### src/rtl/mem_arb_pkg.sv
// Shared definitions for the two-port RAM arbiter: RAM geometry,
// the response tag carried alongside each port's read, and the
// round-robin successor function used by both picker and pointer update.
package mem_arb_pkg;

  localparam int MEM_DEPTH  = 16384;
  localparam int MEM_ADDR_W = 14;
  localparam int MEM_DATA_W = 32;

  // Tag id is wide enough for the largest supported requester count (8).
  localparam int TAG_ID_W = 3;

  typedef struct packed {
    logic                valid;
    logic [TAG_ID_W-1:0] id;
  } rsp_tag_t;

  // Next index in the rotation, wrapping at num (num in 2..8).
  function automatic logic [TAG_ID_W-1:0] rr_next(input logic [TAG_ID_W-1:0] idx,
                                                  input logic [TAG_ID_W:0]   num);
    logic [TAG_ID_W:0] inc;
    inc = {1'b0, idx} + {{TAG_ID_W{1'b0}}, 1'b1};
    if (inc >= num) begin
      return {TAG_ID_W{1'b0}};
    end else begin
      return inc[TAG_ID_W-1:0];
    end
  endfunction

endpackage

### src/rtl/mem_2r2w_arbiter_rr_pick2.sv
// rr_pick2: combinational two-winner round-robin picker. Scans the valid
// vector starting at rr_ptr; the first valid index wins port A and the next
// valid index in the same rotation wins port B. No collision masking here.
module rr_pick2
  import mem_arb_pkg::*;
#(
  parameter int NUM_REQ = 4,
  parameter int ID_W    = 2
) (
  input  logic [NUM_REQ-1:0] valid,
  input  logic [ID_W-1:0]    rr_ptr,
  output logic [NUM_REQ-1:0] oh_a,
  output logic [NUM_REQ-1:0] oh_b,
  output logic [ID_W-1:0]    idx_a,
  output logic [ID_W-1:0]    idx_b,
  output logic               found_a,
  output logic               found_b
);

  localparam int                EXT_W     = 1 << TAG_ID_W;
  localparam logic [TAG_ID_W:0] NUM_REQ_L = (TAG_ID_W+1)'(NUM_REQ);

  logic [EXT_W-1:0]    valid_ext_s;
  logic [TAG_ID_W-1:0] idx_a_ext_s;
  logic [TAG_ID_W-1:0] idx_b_ext_s;

  // Pad the valid vector so the scan counter indexes it at full width.
  always_comb begin
    valid_ext_s                = {EXT_W{1'b0}};
    valid_ext_s[NUM_REQ-1:0]   = valid;
  end

  // Walk the rotation once: first hit goes to A, second hit goes to B.
  always_comb begin
    logic [TAG_ID_W-1:0] cand_s;
    found_a     = 1'b0;
    found_b     = 1'b0;
    idx_a_ext_s = {TAG_ID_W{1'b0}};
    idx_b_ext_s = {TAG_ID_W{1'b0}};
    cand_s      = TAG_ID_W'(rr_ptr);
    for (int k = 0; k < NUM_REQ; k++) begin
      if (valid_ext_s[cand_s] && !found_a) begin
        found_a     = 1'b1;
        idx_a_ext_s = cand_s;
      end else if (valid_ext_s[cand_s] && !found_b) begin
        found_b     = 1'b1;
        idx_b_ext_s = cand_s;
      end else begin
        found_b = found_b;
      end
      cand_s = rr_next(cand_s, NUM_REQ_L);
    end
  end

  // Narrow indices and expand to one-hot grant vectors.
  always_comb begin
    idx_a = ID_W'(idx_a_ext_s);
    idx_b = ID_W'(idx_b_ext_s);
    oh_a  = {NUM_REQ{1'b0}};
    oh_b  = {NUM_REQ{1'b0}};
    for (int i = 0; i < NUM_REQ; i++) begin
      oh_a[i] = found_a && (idx_a_ext_s == TAG_ID_W'(i));
      oh_b[i] = found_b && (idx_b_ext_s == TAG_ID_W'(i));
    end
  end

endmodule

### src/rtl/mem_2r2w_arbiter.sv
// mem_2r2w_arbiter: shares one two-port RAM (registered read, write-through)
// among NUM_REQ requesters. Up to two grants per cycle by round robin
// (first winner on port A, second on port B); port B is withheld when both
// winners hit the same address and either one writes. The RAM's data, one
// cycle later, is steered back to the owning requester using a small tag
// pipeline.
// Optional: define MEM_ARB_PERF_CNT_EN to add saturating grant and
// collision counters (perf_grant_cnt, perf_collide_cnt).
module mem_2r2w_arbiter
  import mem_arb_pkg::*;
#(
  parameter int NUM_REQ = 4,
  parameter int ADDR_W  = 14,
  parameter int DATA_W  = 32,
  parameter int ID_W    = 2
) (
  input  logic                      clk,
  input  logic                      rst,
  input  logic [NUM_REQ-1:0]        req_valid,
  output logic [NUM_REQ-1:0]        req_ready,
  input  logic [NUM_REQ-1:0]        req_wen,
  input  logic [NUM_REQ*ADDR_W-1:0] req_addr,
  input  logic [NUM_REQ*DATA_W-1:0] req_wdata,
  output logic [NUM_REQ-1:0]        rsp_valid,
  output logic [NUM_REQ*DATA_W-1:0] rsp_data,
  output logic                      mem_wen_a,
  output logic [ADDR_W-1:0]         mem_addr_a,
  output logic [DATA_W-1:0]         mem_wdata_a,
  input  logic [DATA_W-1:0]         mem_rdata_a,
  output logic                      mem_wen_b,
  output logic [ADDR_W-1:0]         mem_addr_b,
  output logic [DATA_W-1:0]         mem_wdata_b,
  input  logic [DATA_W-1:0]         mem_rdata_b
`ifdef MEM_ARB_PERF_CNT_EN
  ,
  output logic [NUM_REQ*16-1:0]     perf_grant_cnt,
  output logic [15:0]               perf_collide_cnt
`endif
);

  localparam logic [TAG_ID_W:0] NUM_REQ_L = (TAG_ID_W+1)'(NUM_REQ);

  logic [ADDR_W-1:0]  addr_arr_s  [NUM_REQ];
  logic [DATA_W-1:0]  wdata_arr_s [NUM_REQ];
  logic [NUM_REQ-1:0] oh_a_s;
  logic [NUM_REQ-1:0] oh_b_s;
  logic [ID_W-1:0]    idx_a_s;
  logic [ID_W-1:0]    idx_b_s;
  logic               found_a_s;
  logic               found_b_s;
  logic               collide_s;
  logic               gnt_a_s;
  logic               gnt_b_s;
  logic [ID_W-1:0]    last_idx_s;
  logic [ID_W-1:0]    rr_ptr_r;
  rsp_tag_t           tag_a_r;
  rsp_tag_t           tag_b_r;

  for (genvar g = 0; g < NUM_REQ; g++) begin : g_unpack
    assign addr_arr_s[g]  = req_addr[g*ADDR_W +: ADDR_W];
    assign wdata_arr_s[g] = req_wdata[g*DATA_W +: DATA_W];
  end

  rr_pick2 #(
    .NUM_REQ (NUM_REQ),
    .ID_W    (ID_W)
  ) u_pick (
    .valid   (req_valid),
    .rr_ptr  (rr_ptr_r),
    .oh_a    (oh_a_s),
    .oh_b    (oh_b_s),
    .idx_a   (idx_a_s),
    .idx_b   (idx_b_s),
    .found_a (found_a_s),
    .found_b (found_b_s)
  );

  // Grant qualification: same-address pair with any write loses its B grant;
  // nothing is granted while reset is held.
  always_comb begin
    collide_s  = found_a_s && found_b_s &&
                 (addr_arr_s[idx_a_s] == addr_arr_s[idx_b_s]) &&
                 (req_wen[idx_a_s] || req_wen[idx_b_s]);
    gnt_a_s    = found_a_s && !rst;
    gnt_b_s    = found_b_s && !collide_s && !rst;
    last_idx_s = gnt_b_s ? idx_b_s : idx_a_s;
  end

  // Drive ready strobes and both RAM ports from the qualified grants.
  always_comb begin
    req_ready   = {NUM_REQ{1'b0}};
    mem_wen_a   = 1'b0;
    mem_addr_a  = {ADDR_W{1'b0}};
    mem_wdata_a = {DATA_W{1'b0}};
    mem_wen_b   = 1'b0;
    mem_addr_b  = {ADDR_W{1'b0}};
    mem_wdata_b = {DATA_W{1'b0}};
    if (gnt_a_s) begin
      req_ready   = req_ready | oh_a_s;
      mem_wen_a   = req_wen[idx_a_s];
      mem_addr_a  = addr_arr_s[idx_a_s];
      mem_wdata_a = wdata_arr_s[idx_a_s];
    end else begin
      mem_wen_a   = 1'b0;
    end
    if (gnt_b_s) begin
      req_ready   = req_ready | oh_b_s;
      mem_wen_b   = req_wen[idx_b_s];
      mem_addr_b  = addr_arr_s[idx_b_s];
      mem_wdata_b = wdata_arr_s[idx_b_s];
    end else begin
      mem_wen_b   = 1'b0;
    end
  end

  // Round-robin pointer: restart the scan just after the last granted index.
  always_ff @(posedge clk or posedge rst) begin
    if (rst) begin
      rr_ptr_r <= {ID_W{1'b0}};
    end else if (gnt_a_s) begin
      rr_ptr_r <= ID_W'(rr_next(TAG_ID_W'(last_idx_s), NUM_REQ_L));
    end else begin
      rr_ptr_r <= rr_ptr_r;
    end
  end

  // Tag pipeline: remember who owns each port's data arriving next cycle.
  always_ff @(posedge clk or posedge rst) begin
    if (rst) begin
      tag_a_r <= '{valid: 1'b0, id: {TAG_ID_W{1'b0}}};
      tag_b_r <= '{valid: 1'b0, id: {TAG_ID_W{1'b0}}};
    end else begin
      tag_a_r <= '{valid: gnt_a_s, id: TAG_ID_W'(idx_a_s)};
      tag_b_r <= '{valid: gnt_b_s, id: TAG_ID_W'(idx_b_s)};
    end
  end

  // Steer RAM read data to the tagged requester; unselected slices stay zero.
  always_comb begin
    rsp_valid = {NUM_REQ{1'b0}};
    rsp_data  = {(NUM_REQ*DATA_W){1'b0}};
    for (int i = 0; i < NUM_REQ; i++) begin
      if (tag_a_r.valid && (tag_a_r.id == TAG_ID_W'(i))) begin
        rsp_valid[i]                = 1'b1;
        rsp_data[i*DATA_W +: DATA_W] = mem_rdata_a;
      end else if (tag_b_r.valid && (tag_b_r.id == TAG_ID_W'(i))) begin
        rsp_valid[i]                = 1'b1;
        rsp_data[i*DATA_W +: DATA_W] = mem_rdata_b;
      end else begin
        rsp_valid[i] = 1'b0;
      end
    end
  end

`ifdef MEM_ARB_PERF_CNT_EN
  // Per-requester saturating count of accepted requests.
  always_ff @(posedge clk or posedge rst) begin
    if (rst) begin
      perf_grant_cnt <= {(NUM_REQ*16){1'b0}};
    end else begin
      for (int i = 0; i < NUM_REQ; i++) begin
        if (req_valid[i] && req_ready[i] && (perf_grant_cnt[i*16 +: 16] != 16'hFFFF)) begin
          perf_grant_cnt[i*16 +: 16] <= perf_grant_cnt[i*16 +: 16] + 16'd1;
        end else begin
          perf_grant_cnt[i*16 +: 16] <= perf_grant_cnt[i*16 +: 16];
        end
      end
    end
  end

  // Saturating count of cycles where port B lost its grant to a collision.
  always_ff @(posedge clk or posedge rst) begin
    if (rst) begin
      perf_collide_cnt <= 16'd0;
    end else if (collide_s && (perf_collide_cnt != 16'hFFFF)) begin
      perf_collide_cnt <= perf_collide_cnt + 16'd1;
    end else begin
      perf_collide_cnt <= perf_collide_cnt;
    end
  end
`endif

endmodule
### config.mk
export PLATFORM = sky130hd
export DESIGN_NAME = mem_2r2w_arbiter
export DESIGN_NICKNAME = d
export VERILOG_FILES = /design/src/rtl/mem_arb_pkg.sv /design/src/rtl/mem_2r2w_arbiter_rr_pick2.sv /design/src/rtl/mem_2r2w_arbiter.sv
export SDC_FILE = /design/constraint.sdc
export NUM_CORES = 1
export LEC_CHECK = 0
export ABC_CLOCK_PERIOD_IN_PS = 4350
export BUFFER_PORTS_ARGS = -buffer_cell sky130_fd_sc_hd__buf_2
export CAP_MARGIN = 10
export CORE_AREA = 4 4 186 188
export CTS_CLUSTER_SIZE = 24
export DETAILED_ROUTE_END_ITERATION = 10
export DIE_AREA = 0 0 190 192
export SLEW_MARGIN = 20
export SYNTH_ARGS = -nofsm -noshare
export SYNTH_HDL_FRONTEND = slang
export SYNTH_SLANG_ARGS = --single-unit
### constraint.sdc
create_clock -name clk -period 4.35 [get_ports clk]
set_clock_uncertainty 0.05 [all_clocks]
set_input_delay 0.2175 -clock clk [delete_from_list [all_inputs] [get_ports clk]]
set_output_delay 0.2175 -clock clk [all_outputs]
set_load 0.02 [all_outputs]
==> results.txt <==
----------------------------------------------------
[Run status]
  Outcome ... finished, violations left
  Violations in the final reports ... negative setup slack

[Cells and area]
  Layout Area Growth over Synthesis ... 89.31%
  Most common cell after layout, fill and taps aside ... sky130_fd_sc_hd__buf_2
  Number of nets in the layout ... about 1,500
  Total of fill cells in the finished design ... between 3,000 and 4,000
  Highest-count cells in the layout ignoring fill and taps ... sky130_fd_sc_hd__buf_2 (444), sky130_fd_sc_hd__a22o_1 (128), sky130_fd_sc_hd__buf_4 (116)
  Share of cells above drive strength 1 ... 59.07%

[STA]
  Final Hold Fails ... 0
  Total setup violations reported at the end of the flow ... 79
  Min cycle time layout ... 4.884 ns
  Final slew viol count ... 0
  Worst hold margin ... 0.4991 ns
  Relative slew margins ... between 30% and 40%
  Unrepaired setup endpoints after global routing ... true
  Worst-case setup margin in the final layout ... -0.5336 ns
  Fmax ... a little over 200 MHz
  Worst Tran Pin Value ... 0.9085 ns
  Share of the clock period used by the worst path after layout ... 112.3%

[Critical path]
  FF-to-FF Start ... rr_ptr_r[0]$_DFFE_PP0P_
  R2R setup slack ... -0.19 ns
  End of the worst register-to-register path ... rr_ptr_r[0]$_DFFE_PP0P_
  Worst setup path startpoint ... rr_ptr_r[0]$_DFFE_PP0P_
  Maximum single-stage delay on the critical path ... roughly 0.55 ns
  Worst EP required ... 4.08 ns
  Setup Crit Path Kind ... flip-flop to primary output
  Depth of the most critical reg-to-reg path ... 24
  Critical Path, Cell by Cell ... ha_4 > nor2_4 > inv_2 > fa_2 > nand2b_4 > and2_1 > buf_4 > o22ai_2 > a32oi_4 > buf_12 > buf_12 > buf_12 > mux2i_2 > mux2i_2 > xnor2_2 > nor4_2 > nand4_1 > o21ai_4 > buf_12 > buf_12 > buf_16 > a211oi_2 > buf_4
  Critical path capture point type ... primary output
  Crit path capture ... mem_wdata_b[4]
  Most used cell, CP ... sky130_fd_sc_hd__buf_12
  Worst-path fanout max ... 8
  Crit path DAT ... 4.62 ns
  Element type at the critical path start ... flip-flop
  Critical path's slowest cell ... sky130_fd_sc_hd__fa_2

[Routing]
  Total wirelength of the detailed-routed design ... 38.95 mm
  WL per Instance ... 22.53 um
  Met2 wire len ... 19.57 mm
  Drt initial violations ... 400
  Router iterations before antenna repair ... 4
  Via-per-instance ratio ... 5.035
  Wire length on met3 ... 3.593 mm
  Number of routed nets with antenna violations ... 0
  DRC violations left ... 0
  Via Count ... 8,706
  Highest metal layer with signal wires ... met5
  Length of routed wiring on met1 ... approximately 14 mm

[Clock network]
  CTS clock-pin slew for the worst setup and hold paths ... about 0.04 ns
  TritonCTS clock tree ... done
  Clock Sinks ... 8
  Source-to-sink clock delay at the later pin of the worst-skew pair ... ~0.23 ns
  Maximum level of the CTS H-tree ... 1
  Master cell of the clock root buffer ... sky130_fd_sc_hd__clkbuf_16
  Number of buffers on the longest clock path ... 2
  Total clock buffers created by CTS ... 3

[Yosys]
  Netlist Area Pre-Place ... about 0.0056 sq mm
  Count of state elements after synthesis ... 8
  Warnings from Yosys ... 0
  Synthesized instance count ... 731
  Ys flop type ... sky130_fd_sc_hd__dfrtp_1
  Leading cell types by total area after synthesis ... sky130_fd_sc_hd__mux2i_1 (23%), sky130_fd_sc_hd__a22o_1 (20%), sky130_fd_sc_hd__a211oi_1 (17%), sky130_fd_sc_hd__and2_1 (5.0%), sky130_fd_sc_hd__mux2_2 (4.6%)
  Cell variety after synth ... 52
  Share of the yosys chip area belonging to registers ... roughly 3.6%
  Yosys top cell area share ... between 20 and 25%
  Count of flip-flops with a built-in enable after synthesis ... 0
  Post-synth net total ... 992
  Average footprint of a synthesized cell ... 7.704 sq um
  Post-synthesis cell type with the largest combined area ... sky130_fd_sc_hd__mux2i_1
  Share of async-settable or async-resettable flops after synthesis ... 100.0%

[GRT]
  Initial antenna violation count ... 16
  Remaining Overflow, GRT ... 0
  Global-route wire length before repair ... between 50 and 60 mm
  GRT Resource Usage Total ... 19.31%
  Vias in the first global route ... 8,627
  Maximum number of pins on one net before global-route repair ... 67

[Flow run]
  Max-cap violation count ... 0

[Floorplanning]
  Total I/O pin count ... between 400 and 500
  Number of placement rows ... 67
  Vert. Die Dim ... 192 um
  CORE AREA ... 0.03311 sq mm
  X dimension of the die ... 190 um
  Starting utilization of the core area ... between 15 and 20%
  Die footprint ... 0.03648 sq mm

[Placed design]
  Placement Setup Slack ... -0.4625 ns
  Gp weighted congestion ... 0.9013
  Half-perimeter wire length after placement ... a little over 30 mm
  Number of buffers inserted by port buffering ... 487

[Min path]
  Hold Path Class ... input pin to asynchronous set/reset pin

----------------------------------------------------
layer usage:
layer | GRT usage [%] | vias up
li1 | - | 3963
met1 | 20.96 | 4131
met2 | 35.12 | 499
met3 | 5.398 | 101
met4 | 8.292 | 12
met5 | 0 | -
synthesized netlist by cell type (4+ instances only):
| master | count |
|---|---|
| sky130_fd_sc_hd__a211oi_1 | 129 |
| sky130_fd_sc_hd__a221oi_1 | 4 |
| sky130_fd_sc_hd__a22o_1 | 128 |
| sky130_fd_sc_hd__and2_1 | 45 |
| sky130_fd_sc_hd__buf_1 | 5 |
| sky130_fd_sc_hd__buf_2 | 16 |
| sky130_fd_sc_hd__buf_4 | 4 |
| sky130_fd_sc_hd__clkbuf_1 | 57 |
| sky130_fd_sc_hd__dfrtp_1 | 8 |
| sky130_fd_sc_hd__inv_1 | 7 |
| sky130_fd_sc_hd__mux2_2 | 23 |
| sky130_fd_sc_hd__mux2i_1 | 129 |
| sky130_fd_sc_hd__nand2_1 | 22 |
| sky130_fd_sc_hd__nor2_1 | 32 |
| sky130_fd_sc_hd__nor2b_1 | 35 |
| sky130_fd_sc_hd__o21ai_0 | 14 |
| sky130_fd_sc_hd__xnor2_1 | 11 |
| sky130_fd_sc_hd__xor2_1 | 4 |
worst max-delay path, delay by kind of cell (launching register included):
kind / cells / cell delay, ns
AND/OR/NAND/NOR: 5 / 0.87
AO/OA/AOI/OAI: 4 / 0.63
flip-flops: 1 / 0.41
adder cells (fa/ha/maj): 2 / 0.74
buffers and inverters: 9 / 1.19
XOR/XNOR: 1 / 0.11
multiplexers: 2 / 0.39
registers in the layout (all words and copies together), names as in the netlist:
name / count
tag_b_r: 3
rr_ptr_r: 2
tag_a_r: 3
how the worst min path moves through the flow:
stage,cells after the start,endpoint,slack [ns],from
final,3,rr_ptr_r[0]$_DFFE_PP0P_,0.50,rst
after global routing,3,rr_ptr_r[0]$_DFFE_PP0P_,0.56,rst
after CTS,3,rr_ptr_r[0]$_DFFE_PP0P_,0.53,rst
after detailed placement,2,rr_ptr_r[0]$_DFFE_PP0P_,0.18,rst
after global placement,2,rr_ptr_r[1]$_DFFE_PP0P_,0.18,rst
after floorplan,1,rr_ptr_r[0]$_DFFE_PP0P_,-0.02,rst
through the flow:
| step | area [sq um] | setup TNS, ns | std cells | utilization, % |
|---|---|---|---|---|
| after CTS | 10240 | -19.56 | 1712 | 30.92 |
| after global placement | 9346 | -23.38 | 1679 | 28.23 |
| final | 10660 | -27.19 | 1729 | 32.20 |
| after global routing | 10650 | -46.80 | 1726 | 32.17 |
| after floorplan | 5848 | -0.8487 | 731 | - |
| after detailed placement | 9346 | -20.17 | 1679 | 28.23 |
cells by family after synthesis:
logic type,after synthesis,synth area share (%)
muxes,154,28.33
buffers and inverters,95,7.354
DFF,8,3.555
and+or+nand+nor,160,15.80
xor gates and xnor gates,15,2.333
adders and majority gates,3,0.7998
AOI/OAI and AO/OA,296,41.84
area by class of cell:
cell class	count	area (sq um)	area share (%)
inverters	10	52.55	0.4929
clock buffers	3	75.07	0.7041
diodes	8	20.02	0.1878
multi-input cells	628	5741	53.84
well taps	448	560.5	5.258
flip-flops and latches	8	200.2	1.878
repair buffers	624	4013	37.64
repair_timing:
item	in CTS	in global routing
endpoints found under the hold margin	8	0
setup buffers	25	13
hold buffers	1	0
pin swaps	10	13
cloned	5	0
gates resized for setup	112	89
setup endpoints to repair	86	86
Power is left out: the tool's default activity adds up to more than one toggle a clock period on the data nets, which glitch-free logic cannot reach.
